$ cat src/rtl/serial_add_sequencer.sv
// ---------------------------------------------------------------------------
// serial_add_sequencer
//   Bit-serial add/subtract engine for the Hack datapath. One 1-bit full
//   adder (two half adders plus an OR) is walked across a WIDTH-bit word,
//   LSB first, one bit per clock.
//
// Ports
//   clk       rising-edge clock
//   reset     asynchronous, active-high reset
//   start     request a new operation (sampled on rising clk edge)
//   sub       0: a+b+cin   1: a-b (b inverted, initial carry 1, cin ignored)
//   cin       carry-in for add
//   a, b      operands, latched when start is accepted
//   busy      high while bits are being processed (state RUN)
//   done      one-cycle pulse when sum/cout/overflow become valid
//   sum       result, held stable outside RUN
//   cout      carry out of the MSB (for sub: 1 = no borrow)
//   overflow  two's-complement overflow (carry into MSB ^ carry out of MSB)
//   dbg_state current FSM state (0 IDLE, 1 RUN, 2 DONE)
//
// Handshake: start is accepted only in IDLE or DONE; while busy=1 it is
// ignored and the operand registers are untouched. busy and done are
// decoded from the state register, so they are never high together and
// both drop immediately on reset.
// ---------------------------------------------------------------------------

module half_adder (
  input  logic x,
  input  logic y,
  output logic s,
  output logic c
);
  assign s = x ^ y;
  assign c = x & y;
endmodule

module serial_add_sequencer #(
  parameter int WIDTH = 16
) (
  input  logic             clk,
  input  logic             reset,
  input  logic             start,
  input  logic             sub,
  input  logic             cin,
  input  logic [WIDTH-1:0] a,
  input  logic [WIDTH-1:0] b,
  output logic             busy,
  output logic             done,
  output logic [WIDTH-1:0] sum,
  output logic             cout,
  output logic             overflow,
  output logic [1:0]       dbg_state
);

  localparam int CW = (WIDTH > 2) ? $clog2(WIDTH) : 1;

  typedef enum logic [1:0] {
    IDLE = 2'd0,
    RUN  = 2'd1,
    DONE = 2'd2
  } state_t;

  state_t state_q, state_d;

  logic [WIDTH-1:0] a_sh, b_sh, sum_sh;
  logic             carry;
  logic [CW-1:0]    cnt;
  logic             last_bit;

  // Single full adder: (a0 ^ b0) ^ carry, carry-out = c0 | c1.
  logic ha0_s, ha0_c, fa_s, ha1_c, fa_c;

  half_adder u_ha0 (.x(a_sh[0]), .y(b_sh[0]), .s(ha0_s), .c(ha0_c));
  half_adder u_ha1 (.x(ha0_s),   .y(carry),   .s(fa_s),  .c(ha1_c));
  assign fa_c = ha0_c | ha1_c;

  assign last_bit = (cnt == CW'(WIDTH - 1));

  // State register
  always_ff @(posedge clk or posedge reset) begin
    if (reset) state_q <= IDLE;
    else       state_q <= state_d;
  end

  // Next-state and status decode
  always_comb begin
    state_d   = state_q;
    busy      = 1'b0;
    done      = 1'b0;
    dbg_state = state_q;
    case (state_q)
      IDLE: begin
        if (start) state_d = RUN;
      end
      RUN: begin
        busy = 1'b1;
        if (last_bit) state_d = DONE;
      end
      DONE: begin
        done = 1'b1;
        state_d = start ? RUN : IDLE;
      end
      default: state_d = IDLE;
    endcase
  end

  // Datapath. Operand load happens on the same edge that leaves IDLE/DONE
  // for RUN; the visible result registers are written only on the edge
  // that processes the MSB, so partial sums are never exposed.
  always_ff @(posedge clk or posedge reset) begin
    if (reset) begin
      a_sh     <= '0;
      b_sh     <= '0;
      sum_sh   <= '0;
      carry    <= 1'b0;
      cnt      <= '0;
      sum      <= '0;
      cout     <= 1'b0;
      overflow <= 1'b0;
    end else begin
      case (state_q)
        IDLE, DONE: begin
          if (start) begin
            a_sh  <= a;
            b_sh  <= sub ? ~b : b;
            carry <= sub ? 1'b1 : cin;
            cnt   <= '0;
          end
        end
        RUN: begin
          a_sh   <= {1'b0, a_sh[WIDTH-1:1]};
          b_sh   <= {1'b0, b_sh[WIDTH-1:1]};
          sum_sh <= {fa_s, sum_sh[WIDTH-1:1]};
          carry  <= fa_c;
          cnt    <= cnt + CW'(1);
          if (last_bit) begin
            // carry currently holds the carry into the MSB
            sum      <= {fa_s, sum_sh[WIDTH-1:1]};
            cout     <= fa_c;
            overflow <= carry ^ fa_c;
          end
        end
        default: ;
      endcase
    end
  end

endmodule
$ cat config.mk
export PLATFORM = sky130hd
export DESIGN_NAME = serial_add_sequencer
export DESIGN_NICKNAME = d
export VERILOG_FILES = /design/src/rtl/serial_add_sequencer.sv
export SDC_FILE = /design/constraint.sdc
export NUM_CORES = 1
export LEC_CHECK = 0
export BUFFER_PORTS_ARGS = -buffer_cell sky130_fd_sc_hd__buf_4
export CAP_MARGIN = 20
export CORE_ASPECT_RATIO = 0.9
export CORE_UTILIZATION = 49
export CTS_CLUSTER_DIAMETER = 120
export CTS_CLUSTER_SIZE = 8
export DETAILED_ROUTE_END_ITERATION = 16
export PLACE_DENSITY = 0.72
export SETUP_SLACK_MARGIN = 0.2
export SYNTH_ARGS = -nofsm -noshare
export SYNTH_HDL_FRONTEND = slang
export SYNTH_SLANG_ARGS = --single-unit
export TNS_END_PERCENT = 100
$ cat constraint.sdc
create_clock -name clk -period 2.6 [get_ports clk]
set_clock_uncertainty 0.2 [all_clocks]
set_input_delay 0.52 -clock clk [delete_from_list [all_inputs] [get_ports clk]]
set_output_delay 0.52 -clock clk [all_outputs]
set_load 0.005 [all_outputs]
== Yosys cells after proc, flatten, opt, wreduce, memory -nomap -nowiden ==
Cells that the tools add are included.

* Eq/ne operators: 6
* Multiplexer cells: 16
* Add/sub/neg operators: 1
* Bitwise logic cells: 7
* Shifts and indexed selects: 0
* Div/mod/pow operators: 0
* Reductions and logical operators: 6
* Multiply operators: 0
* Magnitude comparators: 0

{| class="wikitable"
|+ Operators with widths
! operator !! count
|-
| $pmux 16 s2 || 2
|-
| $mux 16 || 3
|-
| $not 16->16 || 1
|-
| $pmux 4 s2 || 1
|-
| $ne 2x2->1 const B || 3
|-
| $pmux 2 s3 || 1
|-
| $reduce_and 2->1 || 3
|-
| $mux 1 || 5
|-
| $add 4x1->4 const B || 1
|-
| $eq 4x4->1 const B || 1
|-
| $mux 2 || 2
|-
| $mux 4 || 1
|-
| $xor 1x1->1 || 3
|-
| $and 1x1->1 || 2
|-
| $eq 2x1->1 const B || 1
|-
| $eq 2x2->1 const B || 1
|-
| $logic_not 2->1 || 1
|-
| $pmux 1 s2 || 1
|-
| $reduce_bool 2->1 || 1
|-
| $reduce_or 2->1 || 1
|-
| $or 1x1->1 || 1
|}

* Word-level logic and storage cells: 45
* Memories kept: 0
* Register bits after elaboration: 73
* Input port bits: 37
* RAM bits: 0
* Bits in latches: 0
* Output and inout port bits: 22
* Bits in read-only memories: 0

== Longest topological paths before layout ==
* Depth after elaboration: 4
* Depth in mapped cells: 6
* Mapped depth without buffers: 4

== Modules after synthesis ==
From an unflattened synthesis, not the netlist that was laid out.

* Cell total of the unflattened synthesis: 276
* Area total of the unflattened synthesis: 3106.7 um^2

{| class="wikitable"
|+ By module, submodules not included
! module !! seq. area each (um^2) !! area each (um^2) !! cells each !! times used
|-
| serial_add_sequencer || 1801.7 || 3081.7 || 274 || 1
|-
| half_adder || 0.0 || 12.5 || 1 || 2
|}

== Worst setup path before layout ==
OpenSTA, ideal clock, no wires.

* Path kind: flip-flop to output port
* Start point: register state_q[1] (netlist: dbg_state[1])
* End point: output busy
* Buffers on the path: 2
* Stages on the path, launching flop included: 5
* Required time: 1.880 ns
* Arrival time: 1.092 ns
* Slack: 0.788 ns
* Path through: dfrtp_1 -> nand2b_2 -> inv_2 -> buf_2 -> buf_2

* Word-level cells in the longest chain between the ends: 2

{| class="wikitable"
|+ Ends and longest elaborated chain
! what !! RTL line !! text
|-
| start, declared || 63 || <nowiki>state_t state_q, state_d;</nowiki>
|-
| start signal, assigned || 82 || <nowiki>else state_q <= state_d;</nowiki>
|-
| $eq 2x1->1 || 91 || <nowiki>case (state_q)</nowiki>
|-
| $mux 1 || 91 ||
|-
| end, declared || 47 || <nowiki>output logic busy,</nowiki>
|}

Every way passes these cells.

== Worst setup path in the final report ==
Ends and elaborated chain as after synthesis.

==> metrics.md <==
| Metric | Value |
|---|---|
| Status | finished clean |
| Worst-path clk slew | 0.07 ns |
| Core area | 6110 µm² |
| Die height | 77.5 µm |
| Routed length per instance | 14.4 µm |
| Hold Path Class | in -> async |
| Rows | 27 |
| Max-cap violations | 0 |
| Syn_area_per_cell | 12.9 µm² |
| Critical path class | reg -> out |
| Via count | 2069 |
| Critical path required time | 1.88 ns |
| Hold buffers post-CTS | 0 |
| Min Tclk post-route | 2.14 ns |
| IO Count | 59 |
| Fin. Hold Viols | 0 |
| Startpoint types | register |
| Crit-path slowest cell | dfrtp_1 |
| Die width | 85.9 µm |
| Post-layout util | 0.621 |
| CP most frequent cell | buf_4 |
| Number of vias per cell | 5.32 |
| Worst slew pin tran | 0.607 ns |
| Flops & latches, synth | 72 |
| Post-Place Cell Area | 3610 µm² |
| RSZ-0062 raised after global routing | no |
| Top FF cell, synth | dfrtp_1 |
| Clock sinks | 72 |
| Diodes inserted | 0 |
| Top area cells in the synthesized netlist | dfrtp_1, mux2_2, a221o_1, mux2_4, xnor2_1 |
| Pins Over Slew Limit | 0 |
| Arrival time worst endpoint | 1.42 ns |
| Number of synthesized flops with an enable pin | 0 |
| Clk buf depth | 2 |
| Family with the most delay on the worst path | buffers and inverters |
| Area grow syn2layout | 22.2% |
| Antenna Violating Nets Remaining | 0 |
| Die Area | 6660 µm² |
| Share of cells above drive strength 1 | 0.387 |
| Drt pass-1 iters | 5 |
| Cell area after synthesis | 3110 µm² |
| Most frequent cells after synthesis | dfrtp_1, mux2_2, nor2_1 |
| Post-synth ARST share | 1.00 |
| Worst vdd ir | 474 µV |
| CP Max Fanout | 20 |
| Synth Net Count | 280 |
| Root buffer cell | clkbuf_8 |
| I/O Buffers | 58 |
| Detailed Route Iter0 Violations | 86 |
| Number of setup violations in the final report | 0 |
| Gr usage total | 0.190 |
| Area share of the largest cell type after synthesis | 0.580 |
| H-tree Lvls | 3 |
| Post-Synthesis Cells | 241 |
| Post-CTS setup buffers | 0 |
| Vias in the first global route | 2022 |
| Starting Density | 0.508 |
| Syn. warnings | 0 |
| Netlist cell types | 29 |
| Antenna violations before repair | 0 |
| First-pass GRT wire length | 9.62 mm |
| Pwr dens | 1180 nW/µm² |
| Max Fclk | 467 MHz |
| CTS tree | yes |
| Drt total wl | 5.62 mm |
| Bufs and invs on worst path | 3 |
| Count leader, synth | dfrtp_1 |
| Post-CTS sizing | 0 |
| Total grt overflow | 0 |
| Tcrit/Tclk final | 0.823 |
| CP Launch Point | dbg_state[1] |
| TritonCTS Buffers | 9 |
| Slew margin rel. | 0.595 |
| Largest area contributor in the netlist | dfrtp_1 |
| Final Cell Area | 3790 µm² |
| Largest net degree at the start of global routing | 73 |
| Worst path cell trace | nand2b_2 > inv_2 > buf_4 > buf_4 |
| Crit path largest cell delay | 0.41 ns |
| Lkg Pwr | 1.79 nW |
| Post-detail-place hpwl | 3.78 mm |
| DRC violations left | 0 |
| Skew-Pair Late Insertion Delay | 0.34 ns |
| TNS Setup | 0 ns |
| Seq/Total Area, Yosys | 0.580 |
| Worst reg2reg path startpoint | cnt[0] |
| Layout Nets | 337 |
| Crit. End Element | output port |
| Gpl congestion | 0.778 |
per-layer routing:
metal	track usage	wire, µm
met1	0.245	2580
met2	0.287	2620
met3	0.0777	344
met4	0.0700	74
met5	0	0
final timing paths:
| path | to | slack [ns] | depth (start not counted) |
|---|---|---|---|
| max in group asynchronous | b_sh[1] | 1.84 | 3 |
| setup / recovery | busy | 0.46 | 4 |
| setup reg to reg | sum[0] | 0.76 | 4 |
| min in group clk | a_sh[9] | 0.19 | 3 |
| hold reg to reg | cnt[3] | 0.30 | 1 |
| hold / removal | sum[13] | 0.07 | 3 |
tightest hold or removal path, stage by stage:
cell	delay, ns
buf_4	0.12
clkinvlp_4	0.07
buf_12	0.32
area by class of cell:
cell class	instances	area [µm²]
Clock buffer	9	124
Clock inverter	6	61.3
Fill cell	521	2320
Inverter	2	11.3
Multi-Input combinational cell	149	1190
Sequential cell	72	1800
Tap cell	87	109
Timing Repair Buffer	64	493
cells by family after synthesis:
family | share of synthesized area
XOR/XNOR | 0.0479
adder cells (fa/ha/maj) | 0.0105
AO/OA/AOI/OAI | 0.102
multiplexers | 0.137
flip-flops | 0.580
buffers and inverters | 0.0354
AND/OR/NAND/NOR | 0.0870
power breakdown:
group / leakage (nW) / switching (mW) / internal (mW) / total [mW]
registers: 0.896 / 0.335 / 1.65 / 1.99
clock network: 0.0948 / 0.405 / 0.434 / 0.839
logic: 0.797 / 0.707 / 0.950 / 1.66
total: 1.79 / 1.45 / 3.04 / 4.48
stage by stage:
stage,worst slack (ns),cells,hold slack [ns],power [mW]
floorplan,0.788,241,0.238,3.14
global placement,0.730,374,0.252,3.61
detailed placement,0.660,374,0.284,3.69
CTS,0.432,389,0.0771,4.53
global route,0.339,389,0.0806,4.82
finish,0.459,389,0.0691,4.48
layout by cell type, fill, tap and decap left out, types with 3 or more instances in the layout:
cell type	n
a221o_1	16
a22o_1	4
a22oi_1	15
buf_4	63
clkbuf_8	9
clkinv_2	3
dfrtp_1	72
mux2_2	24
mux2_4	9
nand2_1	16
nand3_1	16
nor2_1	17
nor2b_1	3
xnor2_1	15
registers in the layout, summed over array words and instances (netlist names):
signal / cells
cout: 1
sum_sh: 15
cnt: 4
carry: 1
dbg_state: 2
overflow: 1
a_sh: 16
sum: 16
b_sh: 16
No activity file was read; power rests on OpenSTA's default activity.
